<file path="src/rtl/dcache_way_replacer.sv">
// dcache_way_replacer: picks a victim way, writes back dirty lines, refills over a narrow burst bus, invalidates lines.
// Latency: Lookup is 1 cycle; a clean Replace with zero-wait memory finishes in cycle 3+BEAT_COUNT after enable.
// Backpressure: write beats hold on memWriteReady, read beats wait for memReadValid; enable is sampled only in Idle.
// Build option: define DCACHE_REPLACER_WRITEBACK_EN to honour dirty bits (write-back on replace, flush rewrites dirty=0).
`timescale 1ns/1ps

package dcache_way_replacer_pkg;
  typedef enum logic [1:0] {
    CMD_REPLACE       = 2'd0,
    CMD_WRITE_THROUGH = 2'd1,
    CMD_INVALIDATE    = 2'd2
  } CacheCommand;
endpackage

module dcache_way_replacer
  import dcache_way_replacer_pkg::*;
#(
  parameter int LINE_WIDTH     = 128,
  parameter int TAG_WIDTH      = 20,
  parameter int INDEX_WIDTH    = 6,
  parameter int WAY_COUNT      = 4,
  parameter int MEM_DATA_WIDTH = 32,
  parameter int MEM_ADDR_WIDTH = TAG_WIDTH + INDEX_WIDTH
) (
  input  logic                           clk,
  input  logic                           rst,
  output logic                           arrayWriteEnable,
  output logic [INDEX_WIDTH-1:0]         arrayIndex,
  output logic [$clog2(WAY_COUNT)-1:0]   arrayWay,
  output logic                           arrayWriteValid,
  output logic                           arrayWriteDirty,
  output logic [TAG_WIDTH-1:0]           arrayWriteTag,
  output logic [LINE_WIDTH-1:0]          arrayWriteData,
  input  logic [WAY_COUNT-1:0]           arrayReadValid,
  input  logic [WAY_COUNT-1:0]           arrayReadDirty,
  input  logic [WAY_COUNT*TAG_WIDTH-1:0] arrayReadTag,
  input  logic [LINE_WIDTH-1:0]          arrayReadData,
  output logic [MEM_ADDR_WIDTH-1:0]      memAddr,
  output logic                           memReadEnable,
  input  logic                           memReadValid,
  input  logic [MEM_DATA_WIDTH-1:0]      memReadValue,
  output logic                           memWriteEnable,
  input  logic                           memWriteReady,
  output logic [MEM_DATA_WIDTH-1:0]      memWriteValue,
  output logic                           done,
  output logic [$clog2(WAY_COUNT)-1:0]   doneWay,
  input  logic                           enable,
  input  CacheCommand                    command,
  input  logic [MEM_ADDR_WIDTH-1:0]      commandAddr
);

  localparam int WAY_W      = $clog2(WAY_COUNT);
  localparam int BEAT_COUNT = LINE_WIDTH / MEM_DATA_WIDTH;
  localparam int BEAT_W     = (BEAT_COUNT > 1) ? $clog2(BEAT_COUNT) : 1;
  localparam logic [BEAT_W-1:0] LAST_BEAT = BEAT_W'(BEAT_COUNT - 1);

  typedef enum logic [2:0] {
    S_IDLE,
    S_LOOKUP,
    S_READ_LINE,
    S_WRITE_MEMORY,
    S_INV_FOR_REPLACE,
    S_READ_MEMORY,
    S_WRITE_CACHE,
    S_INVALIDATE
  } state_e;

  state_e                state_q, state_d;
  CacheCommand           cmd_q, cmd_d;
  logic [LINE_WIDTH-1:0] line_q, line_d;
  logic [WAY_W-1:0]      victim_q, victim_d;
  logic [WAY_W-1:0]      way_q, way_d;
  logic [BEAT_W-1:0]     beat_q, beat_d;
  logic [TAG_WIDTH-1:0]  vtag_q, vtag_d;

  logic [INDEX_WIDTH-1:0] cmd_index;
  logic [TAG_WIDTH-1:0]   cmd_tag;
  assign cmd_index = commandAddr[INDEX_WIDTH-1:0];
  assign cmd_tag   = commandAddr[INDEX_WIDTH +: TAG_WIDTH];

  // Only valid lines count as dirty; without write-back support dirty bits are never looked at.
  logic [WAY_COUNT-1:0] way_dirty;
`ifdef DCACHE_REPLACER_WRITEBACK_EN
  assign way_dirty = arrayReadValid & arrayReadDirty;
`else
  logic unused_dirty;
  assign way_dirty    = '0;
  assign unused_dirty = ^arrayReadDirty;
`endif

  // Tag compare and lowest-invalid search over the registered array outputs; lowest index wins both.
  logic             hit, inv_found;
  logic [WAY_W-1:0] hit_way, inv_way;
  always_comb begin
    hit       = 1'b0;
    hit_way   = '0;
    inv_found = 1'b0;
    inv_way   = '0;
    for (int w = 0; w < WAY_COUNT; w++) begin
      if (!hit && arrayReadValid[w] && (arrayReadTag[w*TAG_WIDTH +: TAG_WIDTH] == cmd_tag)) begin
        hit     = 1'b1;
        hit_way = WAY_W'(w);
      end
      if (!inv_found && !arrayReadValid[w]) begin
        inv_found = 1'b1;
        inv_way   = WAY_W'(w);
      end
    end
  end

  logic [WAY_W-1:0]     sel_way;
  logic                 sel_dirty;
  logic [TAG_WIDTH-1:0] sel_tag;
  logic                 last_beat;
  logic [BEAT_W-1:0]    beat_next;
  assign sel_way   = hit ? hit_way : (inv_found ? inv_way : victim_q);
  assign sel_dirty = way_dirty[sel_way];
  assign sel_tag   = arrayReadTag[int'(sel_way)*TAG_WIDTH +: TAG_WIDTH];
  assign last_beat = (beat_q == LAST_BEAT);
  assign beat_next = last_beat ? '0 : beat_q + BEAT_W'(1);

  // Next-state and completion decode for the whole command sequence.
  logic done_c;
  always_comb begin
    state_d  = state_q;
    cmd_d    = cmd_q;
    line_d   = line_q;
    victim_d = victim_q;
    way_d    = way_q;
    beat_d   = beat_q;
    vtag_d   = vtag_q;
    done_c   = 1'b0;
    case (state_q)
      S_IDLE: begin
        if (enable) begin
          cmd_d   = command;
          state_d = S_LOOKUP;
        end
      end
      S_LOOKUP: begin
        way_d  = sel_way;
        vtag_d = sel_tag;
        case (cmd_q)
          CMD_REPLACE: begin
            // Round-robin pointer only moves when it actually supplied the way.
            if (!hit && !inv_found) victim_d = victim_q + WAY_W'(1);
            state_d = (!hit && sel_dirty) ? S_READ_LINE : S_INV_FOR_REPLACE;
          end
          CMD_WRITE_THROUGH: begin
`ifdef DCACHE_REPLACER_WRITEBACK_EN
            if (hit && sel_dirty) state_d = S_READ_LINE;
`else
            if (hit) state_d = S_READ_LINE;
`endif
            else begin
              done_c  = 1'b1;
              state_d = S_IDLE;
            end
          end
          CMD_INVALIDATE: begin
            if (hit) state_d = S_INVALIDATE;
            else begin
              done_c  = 1'b1;
              state_d = S_IDLE;
            end
          end
          default: begin
            done_c  = 1'b1;
            state_d = S_IDLE;
          end
        endcase
      end
      S_READ_LINE: begin
        line_d  = arrayReadData;
        state_d = S_WRITE_MEMORY;
      end
      S_WRITE_MEMORY: begin
        if (memWriteReady) begin
          beat_d = beat_next;
          if (last_beat) begin
            if (cmd_q == CMD_REPLACE) state_d = S_INV_FOR_REPLACE;
            else begin
`ifdef DCACHE_REPLACER_WRITEBACK_EN
              state_d = S_WRITE_CACHE;
`else
              done_c  = 1'b1;
              state_d = S_IDLE;
`endif
            end
          end
        end
      end
      S_INV_FOR_REPLACE: state_d = S_READ_MEMORY;
      S_READ_MEMORY: begin
        if (memReadValid) begin
          line_d[int'(beat_q)*MEM_DATA_WIDTH +: MEM_DATA_WIDTH] = memReadValue;
          beat_d = beat_next;
          if (last_beat) state_d = S_WRITE_CACHE;
        end
      end
      S_WRITE_CACHE, S_INVALIDATE: begin
        done_c  = 1'b1;
        state_d = S_IDLE;
      end
      default: state_d = S_IDLE;
    endcase
  end

  // State register; reset abandons any transfer in flight.
  always_ff @(posedge clk or negedge rst) begin
    if (!rst) begin
      state_q  <= S_IDLE;
      cmd_q    <= CMD_REPLACE;
      line_q   <= '0;
      victim_q <= '0;
      way_q    <= '0;
      beat_q   <= '0;
      vtag_q   <= '0;
    end else begin
      state_q  <= state_d;
      cmd_q    <= cmd_d;
      line_q   <= line_d;
      victim_q <= victim_d;
      way_q    <= way_d;
      beat_q   <= beat_d;
      vtag_q   <= vtag_d;
    end
  end

  // The way is driven during Lookup so the line read lands in ReadLine.
  assign arrayIndex       = cmd_index;
  assign arrayWay         = (state_q == S_LOOKUP) ? sel_way : way_q;
  assign arrayWriteEnable = (state_q == S_WRITE_CACHE) || (state_q == S_INVALIDATE) ||
                            (state_q == S_INV_FOR_REPLACE);
  assign arrayWriteValid  = (state_q == S_WRITE_CACHE);
  assign arrayWriteDirty  = 1'b0;
  assign arrayWriteTag    = (state_q == S_WRITE_CACHE) ? cmd_tag : '0;
  assign arrayWriteData   = (state_q == S_WRITE_CACHE) ? line_q : '0;
  assign memAddr          = (state_q == S_WRITE_MEMORY) ? MEM_ADDR_WIDTH'({vtag_q, cmd_index}) : commandAddr;
  assign memReadEnable    = (state_q == S_READ_MEMORY);
  assign memWriteEnable   = (state_q == S_WRITE_MEMORY);
  assign memWriteValue    = line_q[int'(beat_q)*MEM_DATA_WIDTH +: MEM_DATA_WIDTH];
  assign done             = done_c;
  assign doneWay          = done_c ? arrayWay : '0;

endmodule

</file>
<file path="config.mk">
export PLATFORM = sky130hd
export DESIGN_NAME = dcache_way_replacer
export DESIGN_NICKNAME = d
export VERILOG_FILES = /design/src/rtl/dcache_way_replacer.sv
export SDC_FILE = /design/constraint.sdc
export NUM_CORES = 1
export LEC_CHECK = 0
export ABC_CLOCK_PERIOD_IN_PS = 3400
export CELL_PAD_IN_SITES_DETAIL_PLACEMENT = 1
export CELL_PAD_IN_SITES_GLOBAL_PLACEMENT = 1
export CORE_MARGIN = 8
export CORE_UTILIZATION = 30
export DETAILED_ROUTE_END_ITERATION = 12
export PLACE_DENSITY_LB_ADDON = 0.3
export SLEW_MARGIN = 0
export SYNTH_ARGS = -nofsm -noshare
export SYNTH_HDL_FRONTEND = slang
export SYNTH_SLANG_ARGS = --single-unit
</file>
<file path="constraint.sdc">
create_clock -name clk -period 3.4 [get_ports clk]
set_input_delay 0.68 -clock clk [delete_from_list [all_inputs] [get_ports clk]]
set_output_delay 0.68 -clock clk [all_outputs]
set_load 0.03 [all_outputs]
</file>
==> flow_summary.json <==
{
  "syn_inst": 1225,
  "final_area_sq_mm": 0.0175,
  "p_total_mw": 11.7,
  "vias": 11600,
  "yosys.area.top_type_share_pct": 36.5,
  "start_util_pct": 30.1,
  "drv_cap": 0,
  "slew_viol_final": 0,
  "synthDistinctLibCells": 46,
  "cts_tree": "built",
  "drt-initial-drc-count": 537,
  "drc": 0,
  "r2r_slack_ns": 0.77,
  "r2r_cells": 8,
  "violations": "negative setup slack",
  "grt_max_degree": 89,
  "instances_no_fill": 2187,
  "wl_um": 55000,
  "path_common_cell": "nand4_1",
  "grt_setup_unrepaired": "true",
  "ys.flop_type": "dfrtp_1",
  "portBuffers": 479,
  "critPathArrivalTime_ns": 2.75,
  "crit_slowest_cell": "dlygate4sd2_1",
  "globalplace.congestion": 0.908,
  "critPathRequiredTime_ns": 2.72,
  "power_leakage_nw": 7.84,
  "wl_per_cell_um": 25.2,
  "path_cells": "dlygate4sd2_1 -> xnor2_1 -> nand4_1 -> nor4_2 -> buf_4 -> nand4_1 -> nand4_1 -> mux2i_1 -> a21oi_2 -> buf_4 -> a21oi_2 -> buf_6",
  "cts.sinks": 159,
  "synth_nets": 1514,
  "postLayoutCoreUtil_pct": 48.3,
  "synth-edff-count": 0,
  "setup.worst_path.class": "input port to output port",
  "r2r-end": "line_q[93]",
  "max_slew.worst_pin.slew_ns": 1.02,
  "synth_compound_area_share_pct": 20.9,
  "slowest_delay_ns": 0.27,
  "critPathMaxFanout": 3,
  "post-place-ws_ns": -0.705,
  "dr.pass1.iters": 5,
  "vias_per_cell": 5.30,
  "r2r-start": "beat_q[1]",
  "muxShareOfSynthArea_pct": 8.76,
  "yosys_warnings": 0,
  "ios": 503,
  "hp-class": "input port to asynchronous set/reset pin",
  "fin_nets": 1984,
  "setup_viol": 2,
  "fin_crit_sh_pct": 101,
  "root_buffer": "clkbuf_16",
  "grt_pass1_vias": 12700,
  "p_per_area_mw_per_mm2": 666,
  "hold_buffers": 0,
  "antenna_found_initial": 14,
  "path_buf_inv": 4,
  "worst_clock_skew_ns": 0.0107,
  "dieArea_sq_mm": 0.0427,
  "synthXorXnorAreaFrac_pct": 6.58,
  "ant_nets": 0,
  "ir_drop_mv": 0.402,
  "final_layout_size_suffix_gt1_share_pct": 24.4,
  "synth_top_family_by_area": "compound AO/OA/AOI/OAI gates",
  "rows": 70,
  "worst_slack_ns": -0.0350,
  "yosysSeqAreaShare_pct": 36.5,
  "synth.most_common_cell": "nand2_1",
  "n_fill_cell": 4184,
  "synthArstFlopShare_pct": 100,
  "cts_buffer_depth": 2,
  "hold_viol": 0,
  "period_needed_ns": 3.43,
  "max_freq_ghz": 0.291,
  "crit_family": "simple AND/OR/NAND/NOR gates",
  "dp_hpwl_um": 41000,
  "clk_latency_ns": 0.44,
  "core_sq_mm": 0.0363,
  "syn_area_sq_mm": 0.0109,
  "grt_pass1_wl_um": 81800,
  "cts-buffers-inserted": 17,
  "outcome": "finished with violations",
  "synth_adder_area_share_pct": 0.917,
  "place_area_sq_mm": 0.0164,
  "syn_to_final_growth_pct": 60.6,
  "die-width_um": 207,
  "die_h_um": 207,
  "cp-end-kind": "output port",
  "ys_ff_latch": 159,
  "synth_top_area_cell": "dfrtp_1",
  "synth_area_per_cell_sq_um": 8.91,
  "gr-usage-all-layers_pct": 25.4,
  "htree_levels": 4,
  "clk_pin_slew_ns": 0.06,
  "max_slew_margin_pct": 32.1,
  "place_inst": 2124,
  "grt_overflow": 0,
  "ys_top_cells_by_area": "dfrtp_1 (36%), a22oi_1 (8.8%), and2_1 (8.6%), mux4_2 (6.6%), nand2_1 (6.5%)",
  "tns_ns": -0.0577,
  "hold_slack_ns": 0.267,
  "ys_top_cells_by_count": "nand2_1 (190), dfrtp_1 (159), and2_1 (150), o21ai_0 (135), a22oi_1 (128)",
  "synth-simple-area-share_pct": 19.8,
  "critPathLaunchType": "input port"
}
==> routing by layer <==
metal  part of all wire [%]  track usage [%]  vias up
met5                  0.082                0        -
met4                    4.4             12.3        6
met3                    7.7             6.43      118
met2                     49             43.3      469
met1                     39             29.4     5749
li1                       -                -     5244
==> worst register-to-register path, delay by kind of cell (launching register included) <==
| kind | cells | cell delay, ns |
|---|---|---|
| compound gates | 2 | 0.36 |
| fa+ha+maj | 1 | 0.39 |
| buf+inv | 3 | 0.99 |
| flops | 1 | 0.37 |
| simple gates | 2 | 0.45 |
==> flip-flops by register name, indices dropped and copies added (netlist names) <==
register,count
line_q,128
cmd_q,2
vtag_q,20
beat_q,2
victim_q,2
state_q,3
way_q,2
==> worst max path at each step <==
stage                     start  depth (start not counted)         end  slack [ns]
6_report       arrayReadTag[10]                         12  doneWay[0]       -0.03
4_1_cts          commandAddr[9]                         12  doneWay[1]      0.0008
2_1_floorplan   commandAddr[12]                         11  doneWay[0]        0.05
3_3_place_gp    commandAddr[18]                         11        done       -0.69
3_5_place_dp    commandAddr[13]                         11        done       -0.70
5_1_grt         commandAddr[20]                         13  doneWay[1]       -0.09
==> power breakdown <==
group | internal, mW | switching [mW]
registers | 2.73 | 0.650
clock network | 1.12 | 0.896
logic | 2.72 | 3.55
total | 6.57 | 5.10
==> layout by cell type (no fill, tap or decap), types with 21 or more instances in the layout <==
cell type / n
clkdlybuf4s50_1: 262
buf_4: 173
buf_12: 21
dlygate4sd2_1: 67
dfrtp_1: 157
xnor2_1: 33
nand2_1: 186
mux4_2: 32
nand3_1: 26
inv_1: 26
nor2_1: 29
buf_6: 22
xnor2_2: 28
o21ai_0: 135
a22oi_1: 128
and2_1: 149
==> what timing repair did <==
item                       4_1_cts  5_1_grt
gates resized for setup        208       53
cloned                           1        0
pin swaps                       36       35
setup endpoints to repair       29       58
setup buffers                   18        4
==> cells by family (layout without fill, tap and decap cells) <==
kind of cell,after synthesis,in the layout
XOR/XNOR,82,82
buffers and inverters,158,641
flip-flops,159,159
AO/OA/AOI/OAI,325,325
other,1,12
adder cells (fa/ha/maj),8,8
multiplexers,53,53
AND/OR/NAND/NOR,439,439
==> final cells by class <==
type	instances	area, sq um	area share [%]
well taps	468	586	3.34
flip-flops and latches	159	3980	22.7
multi-input cells	908	6760	38.6
clock inverters	14	156	0.892
inverters	28	105	0.600
diodes	11	27.5	0.157
repair buffers	581	5470	31.2
clock buffers	18	439	2.51
(Power assumes the default switching activity.)
